<file path="config.mk">
export PLATFORM = sky130hd
export DESIGN_NAME = door_input_conditioner
export DESIGN_NICKNAME = d
export VERILOG_FILES = /design/src/rtl/door_pkg.sv /design/src/rtl/debounce_ch.sv /design/src/rtl/door_input_conditioner.sv
export SDC_FILE = /design/constraint.sdc
export NUM_CORES = 1
export LEC_CHECK = 0
export CAP_MARGIN = 5
export CELL_PAD_IN_SITES_DETAIL_PLACEMENT = 1
export CELL_PAD_IN_SITES_GLOBAL_PLACEMENT = 1
export CORE_UTILIZATION = 47
export CTS_BUF_LIST = sky130_fd_sc_hd__clkbuf_8
export DETAILED_ROUTE_END_ITERATION = 6
export PLACE_DENSITY_LB_ADDON = 0.1
export SETUP_SLACK_MARGIN = 0.4
export SLEW_MARGIN = 20
export SYNTH_ARGS = -nofsm -noshare
export SYNTH_HDL_FRONTEND = slang
export SYNTH_SLANG_ARGS = --single-unit
</file>
<file path="constraint.sdc">
create_clock -name CLK -period 2.2 [get_ports CLK]
set_clock_uncertainty 0.15 [all_clocks]
set_input_delay 0.66 -clock CLK [delete_from_list [all_inputs] [get_ports CLK]]
set_output_delay 0.66 -clock CLK [all_outputs]
set_load 0.01 [all_outputs]
</file>
<file path="src/rtl/door_pkg.sv">
// Shared constants and types for the garage door controller and its input front end.
//   DefaultDebounceCycles : stable samples needed before a debounced level changes
//   DefaultCntW           : debounce counter width (2**DefaultCntW > DefaultDebounceCycles)
//   Door*Cycles           : door controller timing constants reused by the FSM bench
package door_pkg;

    localparam int unsigned DefaultDebounceCycles = 4;
    localparam int unsigned DefaultCntW           = 3;

    // Door controller timing, in clock cycles.
    localparam int unsigned DoorTravelCycles  = 64;
    localparam int unsigned DoorReverseCycles = 8;
    localparam int unsigned DoorTimeoutCycles = 128;

    typedef enum logic [2:0] {
        StClosed,
        StOpening,
        StOpen,
        StClosing,
        StStopped
    } door_state_e;

endpackage

</file>
<file path="src/rtl/debounce_ch.sv">
// One debounced input channel: 2-flop synchroniser followed by a counter/stable pair.
// The stable level only follows the synchronised input after it has differed from
// the stable level for DEBOUNCE_CYCLES consecutive samples.
//   CLK        : system clock, rising edge
//   RST        : synchronous active-high reset
//   raw_in     : asynchronous, bouncy input
//   stable_out : debounced level
module debounce_ch
    import door_pkg::*;
#(
    parameter int unsigned DEBOUNCE_CYCLES = DefaultDebounceCycles,
    parameter int unsigned CNT_W           = DefaultCntW
) (
    input  logic CLK,
    input  logic RST,
    input  logic raw_in,
    output logic stable_out
);

    localparam logic [CNT_W-1:0] CntMax = CNT_W'(DEBOUNCE_CYCLES - 1);

    logic             s1_q;
    logic             s2_q;
    logic [CNT_W-1:0] cnt_q;
    logic [CNT_W-1:0] cnt_d;
    logic             stable_q;
    logic             stable_d;

    // A return to the stable level at any point restarts the count.
    always_comb begin
        cnt_d    = cnt_q;
        stable_d = stable_q;
        if (s2_q == stable_q) begin
            cnt_d = '0;
        end else if (cnt_q == CntMax) begin
            stable_d = s2_q;
            cnt_d    = '0;
        end else begin
            cnt_d = cnt_q + CNT_W'(1);
        end
    end

    always_ff @(posedge CLK) begin
        if (RST) begin
            s1_q     <= 1'b0;
            s2_q     <= 1'b0;
            cnt_q    <= '0;
            stable_q <= 1'b0;
        end else begin
            s1_q     <= raw_in;
            s2_q     <= s1_q;
            cnt_q    <= cnt_d;
            stable_q <= stable_d;
        end
    end

    assign stable_out = stable_q;

endmodule

</file>
<file path="src/rtl/door_input_conditioner.sv">
// Front end for the garage door FSM: debounces the push button and both limit
// switches, flags both limits active at once, and emits an Activate rising-edge pulse.
//   CLK, RST       : clock and synchronous active-high reset
//   btn_raw        : raw push button
//   up_lim_raw     : raw upper limit switch
//   dn_lim_raw     : raw lower limit switch
//   Activate       : debounced button, forced low while LIMIT_FAULT
//   UP_MAX, DN_MAX : debounced limit levels
//   Activate_rise  : one-cycle pulse after the debounced button goes 0->1
//   LIMIT_FAULT    : registered, high while both debounced limits are 1
module door_input_conditioner
    import door_pkg::*;
#(
    parameter int unsigned DEBOUNCE_CYCLES = DefaultDebounceCycles,
    parameter int unsigned CNT_W           = DefaultCntW
) (
    input  logic CLK,
    input  logic RST,
    input  logic btn_raw,
    input  logic up_lim_raw,
    input  logic dn_lim_raw,
    output logic Activate,
    output logic UP_MAX,
    output logic DN_MAX,
    output logic Activate_rise,
    output logic LIMIT_FAULT
);

    logic act_stable;
    logic up_stable;
    logic dn_stable;

    logic fault_q;
    logic fault_d;
    logic act_prev_q;
    logic rise_q;
    logic rise_d;

    debounce_ch #(
        .DEBOUNCE_CYCLES (DEBOUNCE_CYCLES),
        .CNT_W           (CNT_W)
    ) u_btn (
        .CLK        (CLK),
        .RST        (RST),
        .raw_in     (btn_raw),
        .stable_out (act_stable)
    );

    debounce_ch #(
        .DEBOUNCE_CYCLES (DEBOUNCE_CYCLES),
        .CNT_W           (CNT_W)
    ) u_up (
        .CLK        (CLK),
        .RST        (RST),
        .raw_in     (up_lim_raw),
        .stable_out (up_stable)
    );

    debounce_ch #(
        .DEBOUNCE_CYCLES (DEBOUNCE_CYCLES),
        .CNT_W           (CNT_W)
    ) u_dn (
        .CLK        (CLK),
        .RST        (RST),
        .raw_in     (dn_lim_raw),
        .stable_out (dn_stable)
    );

    // The pulse is also blocked on the edge where the fault is about to assert, so a
    // button edge coinciding with both limits settling never reaches the FSM.
    always_comb begin
        fault_d = up_stable & dn_stable;
        rise_d  = act_stable & ~act_prev_q & ~fault_d & ~fault_q;
    end

    always_ff @(posedge CLK) begin
        if (RST) begin
            fault_q    <= 1'b0;
            act_prev_q <= 1'b0;
            rise_q     <= 1'b0;
        end else begin
            fault_q    <= fault_d;
            act_prev_q <= act_stable;
            rise_q     <= rise_d;
        end
    end

    assign Activate      = act_stable & ~fault_q;
    assign UP_MAX        = up_stable;
    assign DN_MAX        = dn_stable;
    assign Activate_rise = rise_q;
    assign LIMIT_FAULT   = fault_q;

endmodule

</file>
# Word level (Yosys, flattened, before mapping)
# Cells that the tools add are included.
# Widths: inputs -> output; s select.
[totals]
register_bits = 21
in_bits = 5
output_inout_bits = 5
wordCells = 41
[classes]
add_sub_neg = 3
n_eq_ne = 6
bitwise = 11
reduce_logical = 6
[ops]
columns = ["operator", "count"]
rows = [
  ["$add 3x1->3 const B", 3],
  ["$eq 3x2->1 const B", 3],
  ["$reduce_or 3->1", 3],
  ["$not 1->1", 6],
  ["$reduce_and 2->1", 3],
  ["$and 1x1->1", 5],
  ["$eq 1x1->1", 3],
]

# Depth between registers and ports, before layout
# Gate-level depths: netlist of run 1.
[depth]
word_depth = 4
depth_mapped = 4
depth_no_buf = 4

# Hierarchy
# From an unflattened synthesis of run 1, not the netlist that was laid out.
[hier_totals]
hier_cells = 60
hier_area_um2 = 732.0
[by_module_without_submodules]
columns = ["module", "instances", "cells_per_inst", "area_each_um2", "seq_area_each_um2"]
rows = [
  ["debounce_ch", 3, 17, 211.5, 120.1],
  ["door_input_conditioner", 1, 9, 97.6, 60.1],
]

# Worst setup path after synthesis of run 1
# OpenSTA, ideal clock, no wires.
[synth_path]
path_type = "register to output"
start = "reg u_btn.stable_q (netlist: u_btn.stable_out)"
end = "out Activate"
arrival_time_ns = 0.583
required_ns = 1.390
slack_ns = 0.807
stages_incl_launch_ff = 2
n_path_buf = 0
path_cell_list = "dfxtp_1 > nor2b_1"
[synth_between]
elab_chain_len = 1
[synth_rtl]
columns = ["item", "line", "source"]
rows = [
  ["from (decl)", "debounce_ch.sv:26", "logic stable_q;"],
  ["from (signal assigned)", "debounce_ch.sv:53", "stable_q <= stable_d;"],
  ["$and 1x1->1", "door_input_conditioner.sv:88", "assign Activate = act_stable & ~fault_q;"],
  ["to (decl)", "door_input_conditioner.sv:22", "output logic Activate,"],
]
# No other way between the ends.

# Final worst setup path of run 1
[layout_path]
start = "reg u_up.stable_q (netlist: u_up.stable_out)"
end = "out UP_MAX"
[layout_lines]
columns = ["item", "line", "source"]
rows = [
  ["from (decl)", "debounce_ch.sv:26", ""],
  ["from (signal assigned)", "debounce_ch.sv:53", ""],
  ["to (decl)", "door_input_conditioner.sv:23", "output logic UP_MAX,"],
]
# No word-level cell between the ends.

==> results of run 1 <==
-- cells in the mapped netlist (all sizes together) --
master	count	share of area, %
nor2	5	2.6
mux2i	3	4.1
nor2b	8	6.8
dfxtp	21	57
and3	1	0.85
xnor2	3	3.6
nand2	1	0.51
buf	2	1.4
nor4b	3	6.1
ha	6	10
nor4	6	5.1
inv	3	1.5
-- cell type report --
cell class                 count  area share [%]
inverter                       3           1.280
clock buffer                   3           4.694
sequential                    21           47.94
timing repair buffer          10           9.957
tap                           15           2.134
multi-input combinational     36           33.57
clock inverter                 1          0.4267
-- per-stage QoR --
| stage | utilization [%] | cells | hold slack (ns) |
|---|---|---|---|
| after floorplan | - | 62 | 0.2553 |
| after global placement | 60.81 | 85 | 0.2670 |
| after detailed placement | 60.81 | 85 | 0.2779 |
| after CTS | 63.71 | 89 | 0.2881 |
| after global routing | 63.62 | 89 | 0.3057 |
| final | 63.62 | 89 | 0.2817 |
-- power by group --
| part | switching (W) | internal, W | leakage, nW |
|---|---|---|---|
| Sequential | 0.00000299 | 0.000387 | 0.171 |
| Clock | 0.000111 | 0.000124 | 0.0269 |
| Combinational | 0.0000103 | 0.0000131 | 0.160 |
| Total | 0.000124 | 0.000524 | 0.358 |
-- cells by family after synthesis --
logic type               share of synthesized area (%)
XOR/XNOR                                         3.578
buffers and inverters                            2.896
multiplexers                                     4.089
flip-flops                                       57.24
adder cells (fa/ha/maj)                          10.22
AND/OR/NAND/NOR                                  21.98
-- per-layer routing --
layer  wire [um]  track usage [%]  vias up
li1            -                -      233
met1         561            17.13      201
met2         428            17.50        9
met3          32            3.913        4
met4          27            9.677        0
met5           0                0        -
-- cells in the final DEF, fill, tap and decap left out --
cell type	netlist	routed
dfxtp_1	21	20
nor2b_1	8	7
nor4_1	6	6
ha_1	6	6
nor2_1	5	5
inv_1	3	4
clkdlybuf4s50_1	0	4
dlygate4sd2_1	0	4
mux2i_1	3	3
xnor2_1	3	3
nor4b_2	3	3
clkbuf_8	0	3
nor2b_2	0	1
nand2_1	1	1
and3_1	1	1
clkbuf_2	0	1
buf_4	0	1
dfxtp_2	0	1
-- timing repair --
action / CTS / global route
resized for setup: 6 / 3
pin swaps: 0 / 0
setup endpoints to repair: 5 / 1
-- path summary, 6_finish.rpt --
check	start	endpoint	slack [ns]	cells past startpoint
max	u_up.stable_out$_SDFFE_PP0P_	UP_MAX	0.46	1
min	u_btn.cnt_q[0]$_SDFF_PP0_	u_btn.cnt_q[0]$_SDFF_PP0_	0.28	1
max reg2reg	u_btn.cnt_q[0]$_SDFF_PP0_	u_btn.cnt_q[2]$_SDFF_PP0_	0.92	3
min reg2reg	u_btn.cnt_q[0]$_SDFF_PP0_	u_btn.cnt_q[0]$_SDFF_PP0_	0.28	1
==> summary.md, run 1 <==
| Metric | Value |
|---|---|
| CTS tree | `yes` |
| Final Wtd Congestion | `0.6279` |
| Clock root buffer | `clkbuf_8` |
| Yosys cell types | `12` |
| Share of cells above drive strength 1 | `13.51%` |
| Pwr Density | `736.6 mW/mm^2` |
| Sequential area share after synthesis | `57.24%` |
| Cell Area, Placed | `840.8 um^2` |
| Routed wire length | `1051 um` |
| Largest net degree at the start of global routing | `16` |
| Io pins | `10` |
| Arrival @ worst endpoint | `0.93 ns` |
| WP data required | `1.39 ns` |
| Drt pass-1 iters | `2` |
| Crit path buffers/inverters | `1` |
| Worst Path Max Fanout | `4` |
| Ant diodes | `0` |
| Cells after synthesis | `62` |
| Worst rel slew slack | `79.07%` |
| DR iter-0 viols | `3` |
| Initial Util | `53.12%` |
| Mapped Nets | `73` |
| Crit-path cells | `dlygate4sd2_1` |
| Sequential cell area | `421.7 um^2` |
| Final setup viols | `0` |
| Area grow syn2layout | `19.76%` |
| Max stage delay on crit path | `0.39 ns` |
| Global Route Usage Sum | `12.94%` |
| DR vias | `447` |
| CP endpoint kind | `output pin` |
| RSZ-0062 raised after global routing | `no` |
| Critical Path Start Type | `register` |
| Setup_tns | `0 ns` |
| Crit path max-delay family | `flip-flops` |
| Hold WC Path Type | `register to register` |
| Vias per inst | `5.022` |
| Worst path slowest cell | `dfxtp_1` |
| CP Class | `register to output pin` |
| Status | `completed` |
| Post-CTS setup buffer count | `0` |
| Initial antenna violation count | `0` |
| Synth Cell Area | `734.5 um^2` |
| CTS buffer count | `3` |
| CORE AREA | `0.001383 mm^2` |
| Total grt overflow | `0` |
| Final net count | `86` |
| Final instance area | `879.6 um^2` |
| Multi-input gate area | `295.3 um^2` |
| Row cnt | `13` |
| Total Die Area | `0.001725 mm^2` |
| Hold violation count in the final report | `0` |
| Overall die width | `41.53 um` |
| Clk pin slew, worst setup/hold paths | `0.07 ns` |
| Measured slew at the worst slew-check pin | `0.3117 ns` |
| Largest registers | `u_btn.cnt_q: 3 flops, u_dn.cnt_q: 3 flops, u_up.cnt_q: 3 flops` |
| F_max | `0.5743 GHz` |
| Final min period | `1.741 ns` |
| Die height | `41.53 um` |
| Number of synthesis warnings | `0` |
| Number of port buffers | `9` |
| Htree depth | `1` |
| Worst skew pair latency | `0.25 ns` |
| Static Leak | `0.3578 nW` |
| Wirelength per Cell | `11.81 um` |
| Max Cap Violations | `0` |
| Crit share post-route | `79.15%` |
| First-pass GRT wire length | `1649 um` |
| Pwr Total | `0.0006479 W` |
| Final setup margin | `0.4588 ns` |
| ANT nets after route | `0` |
| Max-slew violation count | `0` |
| Number of synthesized register bits | `21` |
| Post-Place Setup Slack | `0.2218 ns` |
| CTS Hold Bufs | `0` |
| Detailed Place HPWL | `806.2 um` |
| Drt drc | `0` |
| Number of clock sinks | `21` |
| Syn avg cell area | `11.85 um^2` |
| Fillers | `152` |
| Clock Path Buffers | `2` |
| Vias in the first global route | `396` |
| Maximum vdd ir drop | `0.0003619 V` |
Power figures use the tool's default switching activity.
==> run 2: changes to the inputs <==
- CORE_UTILIZATION: 47 -> 43
- clock period: 2.2 -> 1.7 ns (I/O delays scaled with it)
==> run 2 against run 1 <==
First-iteration DRC count rose to 2.7 times the previous value. Setup slack got worse by 0.27 ns. Non-clock buffer count rose by 8. Clock-buffer cell count did not move. Cell count rose by 10%. Die area rose by 8.9%. Sequential cell count did not move. Global-route usage rose by 6.1 points. Routed wire length rose by 41%. Critical endpoint is now Activate. Largest cell class unchanged. Largest power group unchanged.
==> summary.md, run 2 (synthesis gave the netlist of run 1 again) <==
| Metric | Value |
|---|---|
| First-pass GRT wire length | `2421 um (was 1649 um)` |
| Vias per inst | `5.214 (was 5.022)` |
| R2R setup slack | `0.46 ns (was 0.92 ns)` |
| Arrival @ worst endpoint | `0.85 ns (was 0.93 ns)` |
| Comb power frac | `4.6% (was 3.6%)` |
| CTS buffer count | `3 (unchanged)` |
| RSZ-0062 raised after global routing | `yes (was no)` |
| Vias in the first global route | `522 (was 396)` |
| Number of port buffers | `9 (unchanged)` |
| Total Die Area | `0.001877 mm^2 (was 0.001725 mm^2)` |
| Crit share post-route | `88.63%` |
| Worst Hold Depth | `1 (unchanged)` |
| Total grt overflow | `0 (unchanged)` |
| Global Route Usage Sum | `19.00% (was 12.94%)` |
| F_max | `0.6637 GHz` |
| Row cnt | `14 (was 13)` |
| Largest registers | `u_btn.cnt_q: 3 flops, u_dn.cnt_q: 3 flops, u_up.cnt_q: 3 flops (unchanged)` |
| Hold endpoint | `u_up.cnt_q[0]$_SDFF_PP0_ (was u_btn.cnt_q[0]$_SDFF_PP0_)` |
| Hold WC Path Type | `register to register (unchanged)` |
| Maximum vdd ir drop | `0.0005154 V (was 0.0003619 V)` |
| Pwr Density | `835.0 mW/mm^2 (was 736.6 mW/mm^2)` |
| CP Class | `register to output pin (unchanged)` |
| Detailed Place HPWL | `895.8 um (was 806.2 um)` |
| Clock power share | `37.4% (was 36.2%)` |
| Die height | `43.33 um (was 41.53 um)` |
| Layout Utilization | `66.85% (was 63.62%)` |
| Area grow syn2layout | `41.91% (was 19.76%)` |
| Largest net degree at the start of global routing | `14 (was 16)` |
| CORE AREA | `0.001559 mm^2 (was 0.001383 mm^2)` |
| Share of cells above drive strength 1 | `46.34% (was 13.51%)` |
| Commonest cells after routing, fill and taps aside | `dfxtp_1 (14), buf_4 (8), dfxtp_2 (7), nor2b_1 (7) (was dfxtp_1 (20), nor2b_1 (7), nor4_1 (6), ha_1 (6), nor2_1 (5))` |
| CTS tree | `yes (unchanged)` |
| Sequential Power Share | `58.0% (was 60.2%)` |
| Number of clock sinks | `21 (unchanged)` |
| Clock Path Buffers | `2 (unchanged)` |
| R2R depth | `3 (unchanged)` |
| Static Leak | `0.3995 nW (was 0.3578 nW)` |
| Sw power | `0.0001832 W (was 0.0001241 W)` |
| Reg2reg start | `u_dn.cnt_q[0]$_SDFF_PP0_ (was u_btn.cnt_q[0]$_SDFF_PP0_)` |
| P_int | `0.0006871 W (was 0.0005238 W)` |
| Max Cap Violations | `0 (unchanged)` |
| Htree depth | `1 (unchanged)` |
| ANT nets after route | `0 (unchanged)` |
| Hold Path Origin | `u_up.cnt_q[0]$_SDFF_PP0_ (was u_btn.cnt_q[0]$_SDFF_PP0_)` |
| Pwr Total | `0.0008703 W (was 0.0006479 W)` |
| Overall die width | `43.33 um (was 41.53 um)` |
| Clock root buffer | `clkbuf_8 (unchanged)` |
| Ant diodes | `0 (unchanged)` |
| Drt drc | `0 (unchanged)` |
| DR iter-0 viols | `8 (was 3)` |
| Clk pin slew, worst setup/hold paths | `0.08 ns (was 0.07 ns)` |
| Final Wtd Congestion | `0.5997 (was 0.6279)` |
| Hold violation count in the final report | `0 (unchanged)` |
| Drt pass-1 iters | `2 (unchanged)` |
| Crit-path cells | `nor2b_4, buf_6 (was dlygate4sd2_1)` |
| Max stage delay on crit path | `0.33 ns (was 0.39 ns)` |
| Final setup viols | `0 (unchanged)` |
| Initial Util | `47.11% (was 53.12%)` |
| CP endpoint kind | `output pin (unchanged)` |
| Status | `completed (unchanged)` |
| Wirelength per Cell | `15.12 um (was 11.81 um)` |
| Reg2reg end | `u_dn.cnt_q[0]$_SDFF_PP0_ (was u_btn.cnt_q[2]$_SDFF_PP0_)` |
| Routed wire length | `1482 um (was 1051 um)` |
| Worst rel slew slack | `77.10% (was 79.07%)` |
| Hold WS | `0.2637 ns (was 0.2817 ns)` |
| Max-slew violation count | `0 (unchanged)` |
| WP data required | `1.04 ns (was 1.39 ns)` |
| Fillers | `151 (was 152)` |
| DR vias | `511 (was 447)` |
| Worst path slowest cell | `dfxtp_2 (was dfxtp_1)` |
| Switch share | `21.05% (was 19.15%)` |
| Critical Path Start Type | `register (unchanged)` |
| Most common cell after layout, fill and taps aside | `dfxtp_1 (unchanged)` |
| Io pins | `10 (unchanged)` |
| Worst skew pair latency | `0.26 ns (was 0.25 ns)` |
| Final net count | `94 (was 86)` |
| Critical Path Source | `u_btn.stable_out$_SDFFE_PP0P_ (was u_up.stable_out$_SDFFE_PP0P_)` |
| Measured slew at the worst slew-check pin | `0.3410 ns (was 0.3117 ns)` |
| Worst Path Max Fanout | `2 (was 4)` |
| Initial antenna violation count | `0 (unchanged)` |
| Final min period | `1.507 ns` |
==> run 2: layer usage <==
metal,global-route usage (%),wire [um]
met5,0,0
met4,15.00,14
met3,5.000,53
met2,30.61,800
met1,21.22,614
==> run 2: final cells by class <==
type	instances	area, um^2	share of cell area (%)
inverter	3	11.26	1.080
clock buffer	3	41.29	3.962
clock inverter	1	5.005	0.4802
timing repair buffer	18	175.2	16.81
multi-input combinational	36	360.3	34.57
sequential	21	429.2	41.18
tap	16	20.02	1.921
==> run 2: worst max path at each step <==
stage                                 to  slack, ns  cells after the start
5_1_grt                         Activate       0.16                      2
3_3_place_gp   u_btn.cnt_q[0]$_SDFF_PP0_       0.02                      3
4_1_cts                         Activate       0.20                      2
3_5_place_dp   u_btn.cnt_q[2]$_SDFF_PP0_      -0.07                      3
6_report                        Activate       0.19                      2
2_1_floorplan                   Activate       0.46                      1
==> run 2: power by group through the flow <==
| stage | Sequential (W) | Combinational (W) | Clock (W) |
|---|---|---|---|
| after global placement | 0.000515 | 0.0000371 | 0 |
| after detailed placement | 0.000515 | 0.0000386 | 0 |
| final | 0.000505 | 0.0000399 | 0.000325 |
| after floorplan | 0.000515 | 0.0000183 | 0 |
| after CTS | 0.000504 | 0.0000385 | 0.000331 |
| after global routing | 0.000506 | 0.0000436 | 0.000351 |
==> run 2: worst max-delay path: cells and delay by family, from the launching register on <==
kind / cells / cell delay [ns]
simple gates: 1 / 0.15
buf+inv: 1 / 0.11
flops: 1 / 0.33
==> run 2: metrics by stage <==
step | setup TNS (ns) | setup WS (ns) | cells | area (um^2)
global placement | 0 | 0.01919 | 90 | 884.6
global route | 0 | 0.1611 | 98 | 1042
floorplan | 0 | 0.4570 | 62 | 734.5
detailed placement | -0.1350 | -0.06721 | 90 | 884.6
finish | 0 | 0.1932 | 98 | 1042
CTS | 0 | 0.1998 | 96 | 987.2
==> run 2: repair_timing <==
item,CTS,global route
hold buffers,0,0
setup buffers,2,2
gates cloned,0,0
resized for setup,37,8
setup endpoints to repair,22,13
pin swaps,4,0
